## src/rtl/common_enums.sv

```systemverilog
// Shared enumerations for the game-play path: screen FSM states, chess-clock
// turn states and the 16-bit seconds arithmetic helpers used by the turn timer.
package common_enums;

    typedef enum logic [1:0] {
        TITLE_SCREEN  = 2'd0,
        SETUP_SCREEN  = 2'd1,
        CHESS_SCREEN  = 2'd2,
        RESULT_SCREEN = 2'd3
    } screen_state_t;

    typedef enum logic [1:0] {
        TT_IDLE  = 2'd0,
        TT_WHITE = 2'd1,
        TT_BLACK = 2'd2,
        TT_OVER  = 2'd3
    } turn_state_t;

    function automatic logic [15:0] sat_add16(input logic [15:0] a, input logic [15:0] b);
        logic [16:0] sum;
        sum = {1'b0, a} + {1'b0, b};
        return sum[16] ? 16'hFFFF : sum[15:0];
    endfunction

    function automatic logic [15:0] sat_dec16(input logic [15:0] a);
        return (a == 16'd0) ? 16'd0 : (a - 16'd1);
    endfunction

endpackage

```

## src/rtl/sec_tick_gen.sv

```systemverilog
// One-second prescaler: counts 0..CLK_FREQ_HZ-1 while enabled and pulses tick
// in the cycle the terminal count is reached. Holds its count while disabled.
module sec_tick_gen #(
    parameter int unsigned CLK_FREQ_HZ = 50_000_000
) (
    input  logic clk,
    input  logic reset,
    input  logic en,
    input  logic clr,
    output logic tick
);

    localparam int unsigned CW = (CLK_FREQ_HZ > 1) ? $clog2(CLK_FREQ_HZ) : 1;
    localparam logic [CW-1:0] TERM = CW'(CLK_FREQ_HZ - 1);

    logic [CW-1:0] cnt_q;
    logic [CW-1:0] cnt_d;

    assign tick = en && (cnt_q == TERM);

    // Next count: clear wins, then wrap on tick, then advance when enabled.
    always_comb begin
        cnt_d = cnt_q;
        if (clr) begin
            cnt_d = '0;
        end else if (tick) begin
            cnt_d = '0;
        end else if (en) begin
            cnt_d = cnt_q + 1'b1;
        end else begin
            cnt_d = cnt_q;
        end
    end

    // Prescaler count register.
    always_ff @(posedge clk) begin
        if (reset) begin
            cnt_q <= '0;
        end else begin
            cnt_q <= cnt_d;
        end
    end

endmodule

```

## src/rtl/turn_timer_ctrl.sv

```systemverilog
// Chess-clock turn scheduler: alternates white/black, counts each side down and
// flags timeout. Optional per-move increment is built with TURN_TIMER_INCREMENT_EN.
module turn_timer_ctrl
    import common_enums::*;
#(
    parameter int unsigned CLK_FREQ_HZ   = 50_000_000,
    parameter int unsigned START_SECONDS = 600,
    parameter int unsigned INC_SECONDS   = 0
) (
    input  logic          clk,
    input  logic          reset,
    input  screen_state_t screen_state,
    input  logic          move_done,
    input  logic          pause,
    input  logic          restart,
    output logic          active_black,
    output logic [15:0]   white_secs,
    output logic [15:0]   black_secs,
    output logic          running,
    output logic          turn_start,
    output logic          timeout,
    output logic          loser_black
);

    localparam logic [15:0] START16 = 16'(START_SECONDS);
    localparam logic [15:0] INC16   = 16'(INC_SECONDS);

    turn_state_t state_q, state_d;
    logic        active_black_q, active_black_d;
    logic [15:0] white_secs_q, white_secs_d;
    logic [15:0] black_secs_q, black_secs_d;
    logic        running_q, running_d;
    logic        turn_start_q, turn_start_d;
    logic        timeout_q, timeout_d;
    logic        loser_black_q, loser_black_d;
    logic        clr_s, en_s, tick_s;
    logic [15:0] act_secs_s;

`ifndef TURN_TIMER_INCREMENT_EN
    logic unused_inc_s;
    assign unused_inc_s = ^INC16;
`endif

    assign en_s       = ((state_q == TT_WHITE) || (state_q == TT_BLACK)) && !pause;
    assign act_secs_s = (state_q == TT_BLACK) ? black_secs_q : white_secs_q;

    sec_tick_gen #(.CLK_FREQ_HZ(CLK_FREQ_HZ)) u_tick (
        .clk   (clk),
        .reset (reset),
        .en    (en_s),
        .clr   (clr_s),
        .tick  (tick_s)
    );

    // Turn sequencing; priority is screen exit > restart > move > tick.
    always_comb begin
        state_d        = state_q;
        active_black_d = active_black_q;
        white_secs_d   = white_secs_q;
        black_secs_d   = black_secs_q;
        timeout_d      = timeout_q;
        loser_black_d  = loser_black_q;
        turn_start_d   = 1'b0;
        clr_s          = 1'b0;
        if (screen_state != CHESS_SCREEN) begin
            state_d        = TT_IDLE;
            active_black_d = 1'b0;
            white_secs_d   = START16;
            black_secs_d   = START16;
            timeout_d      = 1'b0;
            loser_black_d  = 1'b0;
            clr_s          = 1'b1;
        end else begin
            case (state_q)
                TT_IDLE: begin
                    state_d        = TT_WHITE;
                    active_black_d = 1'b0;
                    white_secs_d   = START16;
                    black_secs_d   = START16;
                    turn_start_d   = 1'b1;
                    clr_s          = 1'b1;
                end
                TT_WHITE, TT_BLACK, TT_OVER: begin
                    if (restart) begin
                        state_d        = TT_WHITE;
                        active_black_d = 1'b0;
                        white_secs_d   = START16;
                        black_secs_d   = START16;
                        timeout_d      = 1'b0;
                        loser_black_d  = 1'b0;
                        turn_start_d   = 1'b1;
                        clr_s          = 1'b1;
                    end else if (state_q == TT_OVER) begin
                        state_d = TT_OVER;
                    end else if (move_done && !pause) begin
                        state_d        = (state_q == TT_WHITE) ? TT_BLACK : TT_WHITE;
                        active_black_d = (state_q == TT_WHITE);
                        turn_start_d   = 1'b1;
                        clr_s          = 1'b1;
`ifdef TURN_TIMER_INCREMENT_EN
                        if (state_q == TT_WHITE) begin
                            white_secs_d = sat_add16(white_secs_q, INC16);
                        end else begin
                            black_secs_d = sat_add16(black_secs_q, INC16);
                        end
`endif
                    end else if (tick_s) begin
                        if (state_q == TT_WHITE) begin
                            white_secs_d = sat_dec16(white_secs_q);
                        end else begin
                            black_secs_d = sat_dec16(black_secs_q);
                        end
                        if (act_secs_s == 16'd1) begin
                            state_d       = TT_OVER;
                            timeout_d     = 1'b1;
                            loser_black_d = (state_q == TT_BLACK);
                        end else begin
                            state_d = state_q;
                        end
                    end else begin
                        state_d = state_q;
                    end
                end
                default: begin
                    state_d        = TT_IDLE;
                    active_black_d = 1'b0;
                    white_secs_d   = START16;
                    black_secs_d   = START16;
                    timeout_d      = 1'b0;
                    loser_black_d  = 1'b0;
                    clr_s          = 1'b1;
                end
            endcase
        end
        running_d = ((state_d == TT_WHITE) || (state_d == TT_BLACK)) && !pause;
    end

    // Turn state and all output registers.
    always_ff @(posedge clk) begin
        if (reset) begin
            state_q        <= TT_IDLE;
            active_black_q <= 1'b0;
            white_secs_q   <= START16;
            black_secs_q   <= START16;
            running_q      <= 1'b0;
            turn_start_q   <= 1'b0;
            timeout_q      <= 1'b0;
            loser_black_q  <= 1'b0;
        end else begin
            state_q        <= state_d;
            active_black_q <= active_black_d;
            white_secs_q   <= white_secs_d;
            black_secs_q   <= black_secs_d;
            running_q      <= running_d;
            turn_start_q   <= turn_start_d;
            timeout_q      <= timeout_d;
            loser_black_q  <= loser_black_d;
        end
    end

    assign active_black = active_black_q;
    assign white_secs   = white_secs_q;
    assign black_secs   = black_secs_q;
    assign running      = running_q;
    assign turn_start   = turn_start_q;
    assign timeout      = timeout_q;
    assign loser_black  = loser_black_q;

endmodule
```

## config.mk

```make
export PLATFORM = sky130hd
export DESIGN_NAME = turn_timer_ctrl
export DESIGN_NICKNAME = d
export VERILOG_FILES = /design/src/rtl/common_enums.sv /design/src/rtl/sec_tick_gen.sv /design/src/rtl/turn_timer_ctrl.sv
export SDC_FILE = /design/constraint.sdc
export NUM_CORES = 1
export LEC_CHECK = 0
export ABC_CLOCK_PERIOD_IN_PS = 2300
export BUFFER_PORTS_ARGS = -buffer_cell sky130_fd_sc_hd__buf_2
export CAP_MARGIN = 20
export CORE_UTILIZATION = 45
export CTS_CLUSTER_SIZE = 30
export DETAILED_ROUTE_END_ITERATION = 6
export GPL_TIMING_DRIVEN = 0
export PLACE_DENSITY = 0.67
export SLEW_MARGIN = 20
export SYNTH_ARGS = -nofsm -noshare
export SYNTH_HDL_FRONTEND = slang
export SYNTH_SLANG_ARGS = --single-unit
```

## constraint.sdc

```tcl
create_clock -name clk -period 2.3 [get_ports clk]
set_input_delay 0.46 -clock clk [delete_from_list [all_inputs] [get_ports clk]]
set_output_delay 0.46 -clock clk [all_outputs]
set_load 0.005 [all_outputs]
```

==> flow_metrics.py, run 1 <==
metrics = {
    "run_status": {
        "status": "complete, no violations",
    },
    "drt": {
        "wl_um": 8170,
        "drt_iter0_markers": 144,
        "num_vias": 3183,
        "via_per_inst": 5.48,
        "firstDrtPassIters": 7,
        "post_drt_wl_per_cell_um": 14.1,
        "ant_nets": 0,
        "drc": 0,
    },
    "timing": {
        "min_period_ns": 2.25,
        "timing.final.max_slew_violations": 0,
        "fin_hold_ws_ns": 0.455,
        "setup_viol": 0,
        "rsz0062_at_grt": "true",
        "finalHoldViolations": 0,
        "finClkSkew_ns": 0.00905,
        "max_freq_mhz": 445,
        "slew-limit-headroom": 0.562,
        "period_share": 0.978,
        "worstMarginPinSlew_ns": 0.656,
    },
    "cts": {
        "cts_tree": "done",
        "cts_buffer_depth": 2,
        "numClockSinks": 65,
        "clockRootBuffer": "clkbuf_8",
        "ctsHtreeMaxLevel": 3,
        "clk_pin_slew_ns": 0.07,
        "insertion_delay_ns": 0.35,
        "numCtsBuffers": 9,
    },
    "power_and_ir_drop": {
        "leakagePower_nw": 1.39,
        "ir_drop_v": 0.000242,
        "powerDensity_nw_per_um2": 473,
    },
    "global_route": {
        "grt_max_degree": 11,
        "gr-usage-met3": 0.0369,
        "grt_usage": 0.213,
        "busiest_layer": "met2",
        "grt_overflow_total": 0,
        "grt_antenna_before_repair": 0,
        "grt_pass1_wl_um": 13000,
        "use_met2": 0.371,
        "first_global_vias": 2792,
        "grtUsageMet1": 0.261,
    },
    "die": {
        "dieArea_um2": 7920,
        "rows": 31,
        "start_util": 0.467,
        "die_h_um": 89.0,
        "io_pins": 44,
        "core_um2": 7290,
        "die_w_um": 89.0,
    },
    "yosys": {
        "synth_edf_count": 0,
        "ys_types": 53,
        "synthTopCellsByArea": "dfxtp_1 (38%), nor2_1 (7.2%), xnor2_1 (4.9%)",
        "synth_cells": 410,
        "synth-main-ff-cell": "dfxtp_1",
        "synth_area_per_cell_um2": 8.31,
        "synth_compound_area_frac": 0.125,
        "yosysWarningCount": 0,
        "synth-simple-area-share": 0.324,
        "syn-cell-area_um2": 3410,
        "synth_top_area_cell": "dfxtp_1",
        "synth_top_family_by_area": "simple AND/OR/NAND/NOR gates",
        "ys_ff_latch": 65,
        "ys_seq_area_frac": 0.382,
        "yosysTopAreaCellShare": 0.382,
        "synthAdderAreaFrac": 0.0367,
        "synth_xor_area_frac": 0.0925,
        "muxShareOfSynthArea": 0.0147,
        "synth-async-reset-ratio": 0,
        "syn-num-nets": 427,
    },
    "cells_and_area": {
        "fillerInstances": 702,
        "fin_nets": 494,
        "multi_input_area_um2": 2200,
        "register_area_um2": 1320,
        "area_growth_pct": 23.5,
        "final_cells": 581,
        "fin_area_um2": 4210,
        "diodes": 0,
        "drive_gt1_frac": 0.259,
    },
    "worst_hold_path": {
        "min_path_cells": 4,
        "hp-class": "in2reg",
    },
    "worst_setup_path": {
        "required_ns": 2.57,
        "cp_max_fo": 6,
        "cp_data_arrival_time_ns": 2.52,
        "worstSetupPathType": "reg2reg",
        "r2r_cells": 6,
        "worstSetupStartpointType": "flip-flop",
        "cp-end-kind": "flip-flop",
    },
    "placed_design": {
        "gp_congestion": 0.832,
        "hpwl_um": 5830,
        "dp.cells": 552,
        "portBuffers": 43,
        "postPlaceCellArea_um2": 3750,
    },
    "run": {
        "drv_cap": 0,
    },
}
-- power breakdown --
| group | internal, W | switching [W] |
|---|---|---|
| clock | 0.000389 | 0.000424 |
| sequential | 0.00112 | 0.00000125 |
| combinational | 0.0000196 | 0.0000326 |
| total | 0.00153 | 0.000458 |
-- area by class of cell --
cell class | instances | share of cell area
tap | 99 | 0.0294
clock buffer | 13 | 0.0330
timing repair buffer | 57 | 0.0761
clock inverter | 3 | 0.00416
buffer | 8 | 0.00892
multi-input combinational | 322 | 0.522
sequential | 65 | 0.313
inverter | 14 | 0.0125
-- flip-flops by register name, summed over array words and instances (netlist names) --
signal,flops
u_tick.cnt_q,26
black_secs,16
white_secs,16
state_q,2
active_black,1
loser_black,1
running,1
timeout,1
turn_start,1
-- worst max-delay path, cell delays in order, from the launching register on --
cell and delay [ns]:
dfxtp_4 0.37, or4_4 0.57, nor4b_4 0.40, inv_2 0.08
or3_1 0.32, or3_1 0.31, a21oi_1 0.12
-- cells in the mapped netlist (2+ instances only) --
cell type  number
a2111oi_1       2
a211oi_1        5
a21oi_1        21
a221oi_2        2
a31oi_1         3
and2_1          3
and3_1          2
and4_1          3
clkbuf_1        8
dfxtp_1        65
ha_1           10
inv_1          13
mux2i_1         5
nand2_1        39
nand2b_1        3
nand3_1        19
nand4_1        12
nor2_1         65
nor2b_1         3
nor3_1          7
nor3b_1         3
nor4_1         10
nor4b_1         5
o211ai_1        4
o21ai_0        17
o311ai_0        2
o41ai_1         2
or2_2           2
or3_1          15
or3b_2          2
or4_4           2
xnor2_1        19
xor2_1         17
-- cells in the final DEF (no fill, tap or decap), types with 5 or more instances in the layout --
| master | instances |
|---|---|
| dfxtp_1 | 57 |
| nor4_1 | 6 |
| clkbuf_8 | 9 |
| or3_1 | 12 |
| buf_4 | 14 |
| xor2_1 | 17 |
| clkbuf_1 | 8 |
| ha_1 | 8 |
| o21ai_0 | 17 |
| nand2_1 | 38 |
| mux2i_1 | 5 |
| buf_2 | 44 |
| dfxtp_2 | 5 |
| nand4_1 | 12 |
| nor3_1 | 7 |
| xnor2_1 | 19 |
| inv_1 | 11 |
| nor2_1 | 64 |
| nand3_1 | 18 |
| a21oi_1 | 18 |
-- metrics by stage --
stage / total power (W) / worst slack, ns / utilization / setup TNS, ns
5_1_grt: 0.00207 / -0.0579 / 0.577 / -0.309
6_report: 0.00199 / 0.0506 / 0.577 / 0
3_5_place_dp: 0.00120 / -0.507 / 0.515 / -16.50
3_3_place_gp: 0.00120 / -0.475 / 0.515 / -14.58
4_1_cts: 0.00201 / 0.0128 / 0.554 / 0
2_1_floorplan: 0.00118 / 0.0376 / - / 0
-- routing by layer --
layer,up-vias,share of wire
met5,-,0
met2,61,0.48
met3,12,0.040
li1,1602,-
met4,0,0.017
met1,1508,0.46
-- cells by family (layout without fill, tap and decap cells) --
kind of cell,Yosys count,in the layout
buf+inv,23,95
fa+ha+maj,10,10
mux,5,5
flops,65,65
simple gates,206,206
xor+xnor,36,36
compound gates,65,65
-- timing repair --
action	4_1_cts	5_1_grt
setup buffers	7	7
endpoints found under the setup margin	58	36
hold endpoints to repair	0	0
resized for setup	23	27
pin swaps	8	16
hold buffers	0	0
-- path summary, 6_finish.rpt --
path                                   start                           to  slack (ns)
setup reg to reg  white_secs[1]$_SDFFE_PP0P_  white_secs[15]$_SDFFE_PP0P_        0.05
setup / recovery  white_secs[1]$_SDFFE_PP0P_  white_secs[15]$_SDFFE_PP0P_        0.05
hold / removal                         reset        state_q[0]$_SDFF_PP0_        0.46
hold reg to reg   white_secs[9]$_SDFFE_PP1P_   white_secs[9]$_SDFFE_PP1P_        0.48
Power figures use the tool's default switching activity.
==> inputs of run 2 (changes only) <==
--- a/config.mk
+++ b/config.mk
@@ -5,14 +5,13 @@
 export SDC_FILE = /design/constraint.sdc
 export NUM_CORES = 1
 export LEC_CHECK = 0
-export ABC_CLOCK_PERIOD_IN_PS = 2300
+export ABC_CLOCK_PERIOD_IN_PS = 2600
 export BUFFER_PORTS_ARGS = -buffer_cell sky130_fd_sc_hd__buf_2
 export CAP_MARGIN = 20
 export CORE_UTILIZATION = 45
 export CTS_CLUSTER_SIZE = 30
 export DETAILED_ROUTE_END_ITERATION = 6
 export GPL_TIMING_DRIVEN = 0
-export PLACE_DENSITY = 0.67
 export SLEW_MARGIN = 20
 export SYNTH_ARGS = -nofsm -noshare
 export SYNTH_HDL_FRONTEND = slang
==> constraint.sdc (replaced) <==
create_clock -name clk -period 2.6 [get_ports clk]
set_input_delay 0.52 -clock clk [delete_from_list [all_inputs] [get_ports clk]]
set_output_delay 0.52 -clock clk [all_outputs]
set_load 0.005 [all_outputs]
==> run 2 against run 1 <==
  * Clock skew rose by 0.0047 ns
  * Sequential power shrank 12%
  * Worst hold slack improved by 0.030 ns
  * Utilization fell by 3.1 points
  * First-iteration DRC count decreased by 9.7%
  * Via count down 1.8%
  * Flip-flop and latch count is the same
  * Global-route usage up 0.26 points
  * Critical path type unchanged
  * Highest routed layer unchanged
==> flow_metrics.py, run 2 (synthesized netlist as in run 1, its figures left out) <==
metrics = {
    "cells_and_area": {
        "final_cell_mix": "nor2_1 (64), dfxtp_1 (63), buf_2 (45)",
        "max_flop_register": "u_tick.cnt_q",
        "fillerInstances": 734,
        "layout_commonest_cell": "nor2_1",
        "area_growth_pct": 16.9,
        "drive_gt1_frac": 0.186,
        "diodes": 0,
        "fin_nets": 484,
        "largest_register_ffs": 26,
    },
    "timing": {
        "min_period_ns": 2.48,
        "worstMarginPinSlew_ns": 0.759,
        "max_freq_mhz": 404,
        "slew-limit-headroom": 0.493,
        "tns_ns": 0,
        "finalHoldViolations": 0,
        "fin_hold_ws_ns": 0.485,
        "setup_viol": 0,
        "timing.final.max_slew_violations": 0,
        "period_share": 0.953,
        "finClkSkew_ns": 0.0138,
    },
    "drt": {
        "firstDrtPassIters": 4,
        "drt_iter0_markers": 130,
        "via_per_inst": 5.51,
        "drc": 0,
        "wl_um": 8170,
        "num_vias": 3127,
        "ant_nets": 0,
        "post_drt_wl_per_cell_um": 14.4,
    },
    "power_and_ir_drop": {
        "p_comb_frac": 0.026,
        "p_sw_w": 0.000395,
        "switching_share": 0.224,
        "leakagePower_nw": 1.31,
        "powerDensity_nw_per_um2": 443,
        "ir_drop_v": 0.000322,
        "clkPwrFrac": 0.408,
        "intPower_w": 0.00137,
        "p_seq_frac": 0.566,
    },
    "die": {
        "io_pins": 44,
        "rows": 31,
        "start_util": 0.467,
        "die_w_um": 89.0,
        "dieArea_um2": 7920,
        "core_um2": 7290,
        "die_h_um": 89.0,
    },
    "cts": {
        "numCtsBuffers": 9,
        "cts_tree": "done",
        "clockRootBuffer": "clkbuf_8",
        "clk_pin_slew_ns": 0.07,
        "cts_buffer_depth": 2,
        "ctsHtreeMaxLevel": 3,
        "insertion_delay_ns": 0.33,
        "numClockSinks": 65,
    },
    "global_route": {
        "grt_max_degree": 11,
        "grt_overflow_total": 0,
        "grt_pass1_wl_um": 13200,
        "grt_usage": 0.216,
        "grt_antenna_before_repair": 0,
        "first_global_vias": 2739,
    },
    "worst_setup_path": {
        "required_ns": 2.86,
        "max_stage_delay_ns": 0.43,
        "endpoint": "black_secs[7]$_SDFFE_PP0P_",
        "cp-end-kind": "flip-flop",
        "cp_data_arrival_time_ns": 2.73,
        "cp_slowest_cell": "or3_1",
        "worstSetupStartpointType": "flip-flop",
        "reg2reg_to": "black_secs[7]$_SDFFE_PP0P_",
        "r2r_cells": 9,
        "r2r-start": "state_q[0]$_SDFF_PP0_",
        "crit_chain": "inv_1 -> ha_4 -> nand3b_4 -> or3_1 -> nor4_4 -> buf_4 -> a21oi_1 -> or3_1 -> a21oi_1",
        "cp_max_fo": 5,
        "rrSetupSlack_ns": 0.12,
        "crit_start": "state_q[0]$_SDFF_PP0_",
        "worstSetupPathType": "reg2reg",
    },
    "worst_hold_path": {
        "hp-class": "reg2reg",
    },
    "run": {
        "drv_cap": 0,
    },
    "run_status": {
        "status": "complete, no violations",
    },
    "placed_design": {
        "hpwl_um": 5910,
        "portBuffers": 43,
        "gp_congestion": 0.826,
    },
}
[run 2: changes by cell type in the layout (fill, tap and decap cells not counted), moves of 3 or more]
cell / change
dfxtp_1: +6
dfxtp_4: -3
a21oi_2: -4
or3_4: -3
a211oi_1: +4
or3_1: +3
a21oi_1: +3
buf_4: -10
dfxtp_2: -3
a211oi_2: -4
[run 2: cell type report]
cell class | instances | area [um^2] | share of cell area
Clock inverter | 1 | 5.00 | 0.00126
Buffer | 8 | 35.0 | 0.00880
Timing Repair Buffer | 47 | 245 | 0.0616
Clock buffer | 12 | 145 | 0.0364
Tap cell | 99 | 124 | 0.0311
Inverter | 14 | 52.6 | 0.0132
Sequential cell | 65 | 1300 | 0.327
Multi-Input combinational cell | 322 | 2070 | 0.520
[run 2: metal layers]
layer | part of all wire | GRT usage | up-vias | routed length (um)
li1 | - | - | 1572 | -
met1 | 0.49 | 0.300 | 1478 | 4000
met3 | 0.033 | 0.0332 | 10 | 270
met2 | 0.46 | 0.340 | 67 | 3800
met5 | 0 | 0 | - | 0
met4 | 0.013 | 0.0750 | 0 | 108
[run 2: repair_timing]
| action | in CTS | in global routing |
|---|---|---|
| resized for setup | 6 | 8 |
| hold buffers | 0 | 0 |
| pin swaps | 2 | 3 |
| setup endpoints to repair | 40 | 49 |
| gates cloned | 0 | 0 |
| setup buffers | 1 | 3 |
[run 2: worst min path at each step]
stage	from	end	cells past startpoint
floorplan	active_black$_SDFFE_PP0P_	active_black$_SDFFE_PP0P_	2
global placement	timeout$_SDFFE_PP0P_	timeout$_SDFFE_PP0P_	2
detailed placement	timeout$_SDFFE_PP0P_	timeout$_SDFFE_PP0P_	2
CTS	timeout$_SDFFE_PP0P_	timeout$_SDFFE_PP0P_	2
global route	timeout$_SDFFE_PP0P_	timeout$_SDFFE_PP0P_	2
finish	timeout$_SDFFE_PP0P_	timeout$_SDFFE_PP0P_	2
[run 2: through the flow]
stage | util | area [um^2] | total power [W] | worst slack [ns] | cells
6_report | 0.546 | 3980 | 0.00176 | 0.123 | 568
3_5_place_dp | 0.514 | 3750 | 0.00106 | -0.330 | 552
2_1_floorplan | - | 3410 | 0.00105 | 0.268 | 410
5_1_grt | 0.546 | 3980 | 0.00183 | -0.0214 | 568
3_3_place_gp | 0.514 | 3750 | 0.00106 | -0.279 | 552
4_1_cts | 0.538 | 3920 | 0.00178 | 0.00937 | 565
[run 2: critical path: cells and delay by family, from the launching register on]
| kind | cells | cell delay [ns] |
|---|---|---|
| simple gates | 4 | 1.13 |
| flops | 1 | 0.37 |
| buf+inv | 2 | 0.31 |
| compound gates | 2 | 0.28 |
| fa+ha+maj | 1 | 0.31 |
[run 2: power by group through the flow]
stage,Sequential [W],Clock [W],Combinational [W]
final,0.000999,0.000720,0.0000452
after global routing,0.000998,0.000783,0.0000493
after CTS,0.000999,0.000734,0.0000422
after detailed placement,0.00102,0,0.0000419
after global placement,0.00102,0,0.0000415
after floorplan,0.00102,0,0.0000257
==> inputs of run 3 (changes only) <==
--- a/config.mk
+++ b/config.mk
@@ -5,7 +5,7 @@
 export SDC_FILE = /design/constraint.sdc
 export NUM_CORES = 1
 export LEC_CHECK = 0
-export ABC_CLOCK_PERIOD_IN_PS = 2600
+export ABC_CLOCK_PERIOD_IN_PS = 2300
 export BUFFER_PORTS_ARGS = -buffer_cell sky130_fd_sc_hd__buf_2
 export CAP_MARGIN = 20
 export CORE_UTILIZATION = 45
==> constraint.sdc (replaced) <==
create_clock -name clk -period 2.3 [get_ports clk]
set_input_delay 0.46 -clock clk [delete_from_list [all_inputs] [get_ports clk]]
set_output_delay 0.46 -clock clk [all_outputs]
set_load 0.005 [all_outputs]
==> run 3 against run 2 <==
  * Flip-flop and latch count unchanged
  * Critical path depth fell by 1
  * Non-clock buffer count rose by 12
  * Clock skew is 0.0069 ns lower
  * Total power increased by 23%
  * First-iteration DRC count rose by 50%
  * Wire length increased by 4.2%
  * Via count is 1.1% higher
  * Critical endpoint is now black_secs[10]$_SDFFE_PP0P_
==> flow_metrics.py, run 3 (synthesized netlist as in run 1, its figures left out) <==
metrics = {
    "run_status": {
        "status": "complete, no violations",
    },
    "drt": {
        "num_vias": 3162,
        "drt_iter0_markers": 195,
        "via_per_inst": 5.43,
        "wl_um": 8510,
        "ant_nets": 0,
        "post_drt_wl_per_cell_um": 14.6,
        "drc": 0,
        "firstDrtPassIters": 4,
    },
    "placed_design": {
        "dp_slack_ns": -0.475,
        "dp.cells": 552,
        "portBuffers": 43,
        "hpwl_um": 5790,
        "gp_congestion": 0.832,
    },
    "worst_setup_path": {
        "max_stage_delay_ns": 0.40,
        "cp_max_fo": 8,
        "path_common_cell": "inv_1",
        "worstSetupStartpointType": "flip-flop",
        "crit_chain": "inv_1 -> ha_1 -> inv_1 -> nand4_1 -> buf_4 -> a2111oi_2 -> xnor2_1 -> nor2_1",
        "cp_data_arrival_time_ns": 2.51,
        "cp-end-kind": "flip-flop",
        "required_ns": 2.52,
        "cp_slowest_cell": "a2111oi_2",
        "worstSetupPathType": "reg2reg",
    },
    "timing": {
        "worstMarginPinSlew_ns": 0.596,
        "finalHoldViolations": 0,
        "setup_viol": 0,
        "setup_slack_ns": 0.0148,
        "period_share": 0.994,
        "rsz0062_at_grt": "true",
        "slew-limit-headroom": 0.599,
        "finClkSkew_ns": 0.00687,
        "max_freq_mhz": 438,
        "tns_ns": 0,
        "timing.final.max_slew_violations": 0,
        "min_period_ns": 2.29,
    },
    "global_route": {
        "grt_overflow_total": 0,
        "first_global_vias": 2801,
        "grt_usage": 0.217,
        "grt_antenna_before_repair": 0,
        "grt_pass1_wl_um": 13100,
        "grt_max_degree": 11,
    },
    "die": {
        "dieArea_um2": 7920,
        "die_h_um": 89.0,
        "io_pins": 44,
        "core_um2": 7290,
        "die_w_um": 89.0,
        "start_util": 0.467,
        "rows": 31,
    },
    "cells_and_area": {
        "largest_register_ffs": 26,
        "diodes": 0,
        "layout_commonest_cell": "nor2_1",
        "final_cells": 582,
        "drive_gt1_frac": 0.269,
        "area_growth_pct": 25.3,
        "fin_nets": 496,
        "max_flop_register": "u_tick.cnt_q",
        "final_cell_mix": "nor2_1 (64), dfxtp_1 (56), buf_2 (44)",
    },
    "cts": {
        "clockRootBuffer": "clkbuf_8",
        "ctsHtreeMaxLevel": 3,
        "numCtsBuffers": 9,
        "cts_buffer_depth": 2,
        "clk_pin_slew_ns": 0.07,
        "insertion_delay_ns": 0.35,
        "ctsHoldBuffers": 0,
        "numClockSinks": 65,
        "cts_tree": "done",
    },
    "run": {
        "drv_cap": 0,
    },
    "power_and_ir_drop": {
        "powerDensity_nw_per_um2": 508,
        "ir_drop_v": 0.000345,
        "leakagePower_nw": 1.44,
    },
    "worst_hold_path": {
        "hp-class": "in2reg",
    },
}
-- run 3: routing by layer --
layer,global-route usage,vias up,wire [um]
li1,-,1601,-
met1,0.276,1484,3980
met2,0.360,63,4050
met3,0.0369,14,320
met4,0.105,0,158
met5,0,-,0
-- run 3: final cells by class --
cell class / instances / area (um^2)
plain buffers: 8 / 35.0
clock buffers: 12 / 155
clock inverters: 3 / 40.0
fillers: 676 / 3020
inverters: 14 / 52.6
multi-input cells: 322 / 2210
flip-flops and latches: 65 / 1320
well taps: 99 / 124
repair buffers: 59 / 339
-- run 3: worst paths after layout --
| check | from | end | slack (ns) | depth (start not counted) |
|---|---|---|---|---|
| min | reset | state_q[0]$_SDFF_PP0_ | 0.44 | 4 |
| min reg2reg | white_secs[9]$_SDFFE_PP1P_ | white_secs[9]$_SDFFE_PP1P_ | 0.49 | 2 |
| max reg2reg | state_q[1]$_SDFF_PP0_ | black_secs[10]$_SDFFE_PP0P_ | 0.01 | 8 |
| max | state_q[1]$_SDFF_PP0_ | black_secs[10]$_SDFFE_PP0P_ | 0.01 | 8 |
-- run 3: worst max-delay path, delay by kind of cell, from the launching register on --
kind | cells | cell delay [ns]
fa+ha+maj | 1 | 0.30
flops | 1 | 0.35
simple gates | 2 | 0.30
buf+inv | 3 | 0.63
xor+xnor | 1 | 0.17
compound gates | 1 | 0.40
-- run 3: power breakdown --
| group | internal [W] | switching [W] | total (W) |
|---|---|---|---|
| Combinational | 0.0000215 | 0.0000344 | 0.0000558 |
| Clock | 0.000551 | 0.000437 | 0.000988 |
| Sequential | 0.00113 | 0.00000137 | 0.00113 |
| Total | 0.00170 | 0.000473 | 0.00217 |
-- run 3: what timing repair did --
action                     CTS  global route
gates cloned                 0             0
hold endpoints to repair     0             0
pin swaps                    5            16
setup buffers                9             7
resized for setup           19            32
setup endpoints to repair   58            54
-- run 3: stage by stage --
stage	power, W	hold slack (ns)	utilization	area, um^2
floorplan	0.00118	0.470	-	3420
global placement	0.00120	0.486	0.515	3750
detailed placement	0.00120	0.492	0.515	3750
CTS	0.00219	0.446	0.562	4100
global route	0.00223	0.450	0.586	4270
finish	0.00217	0.438	0.586	4270
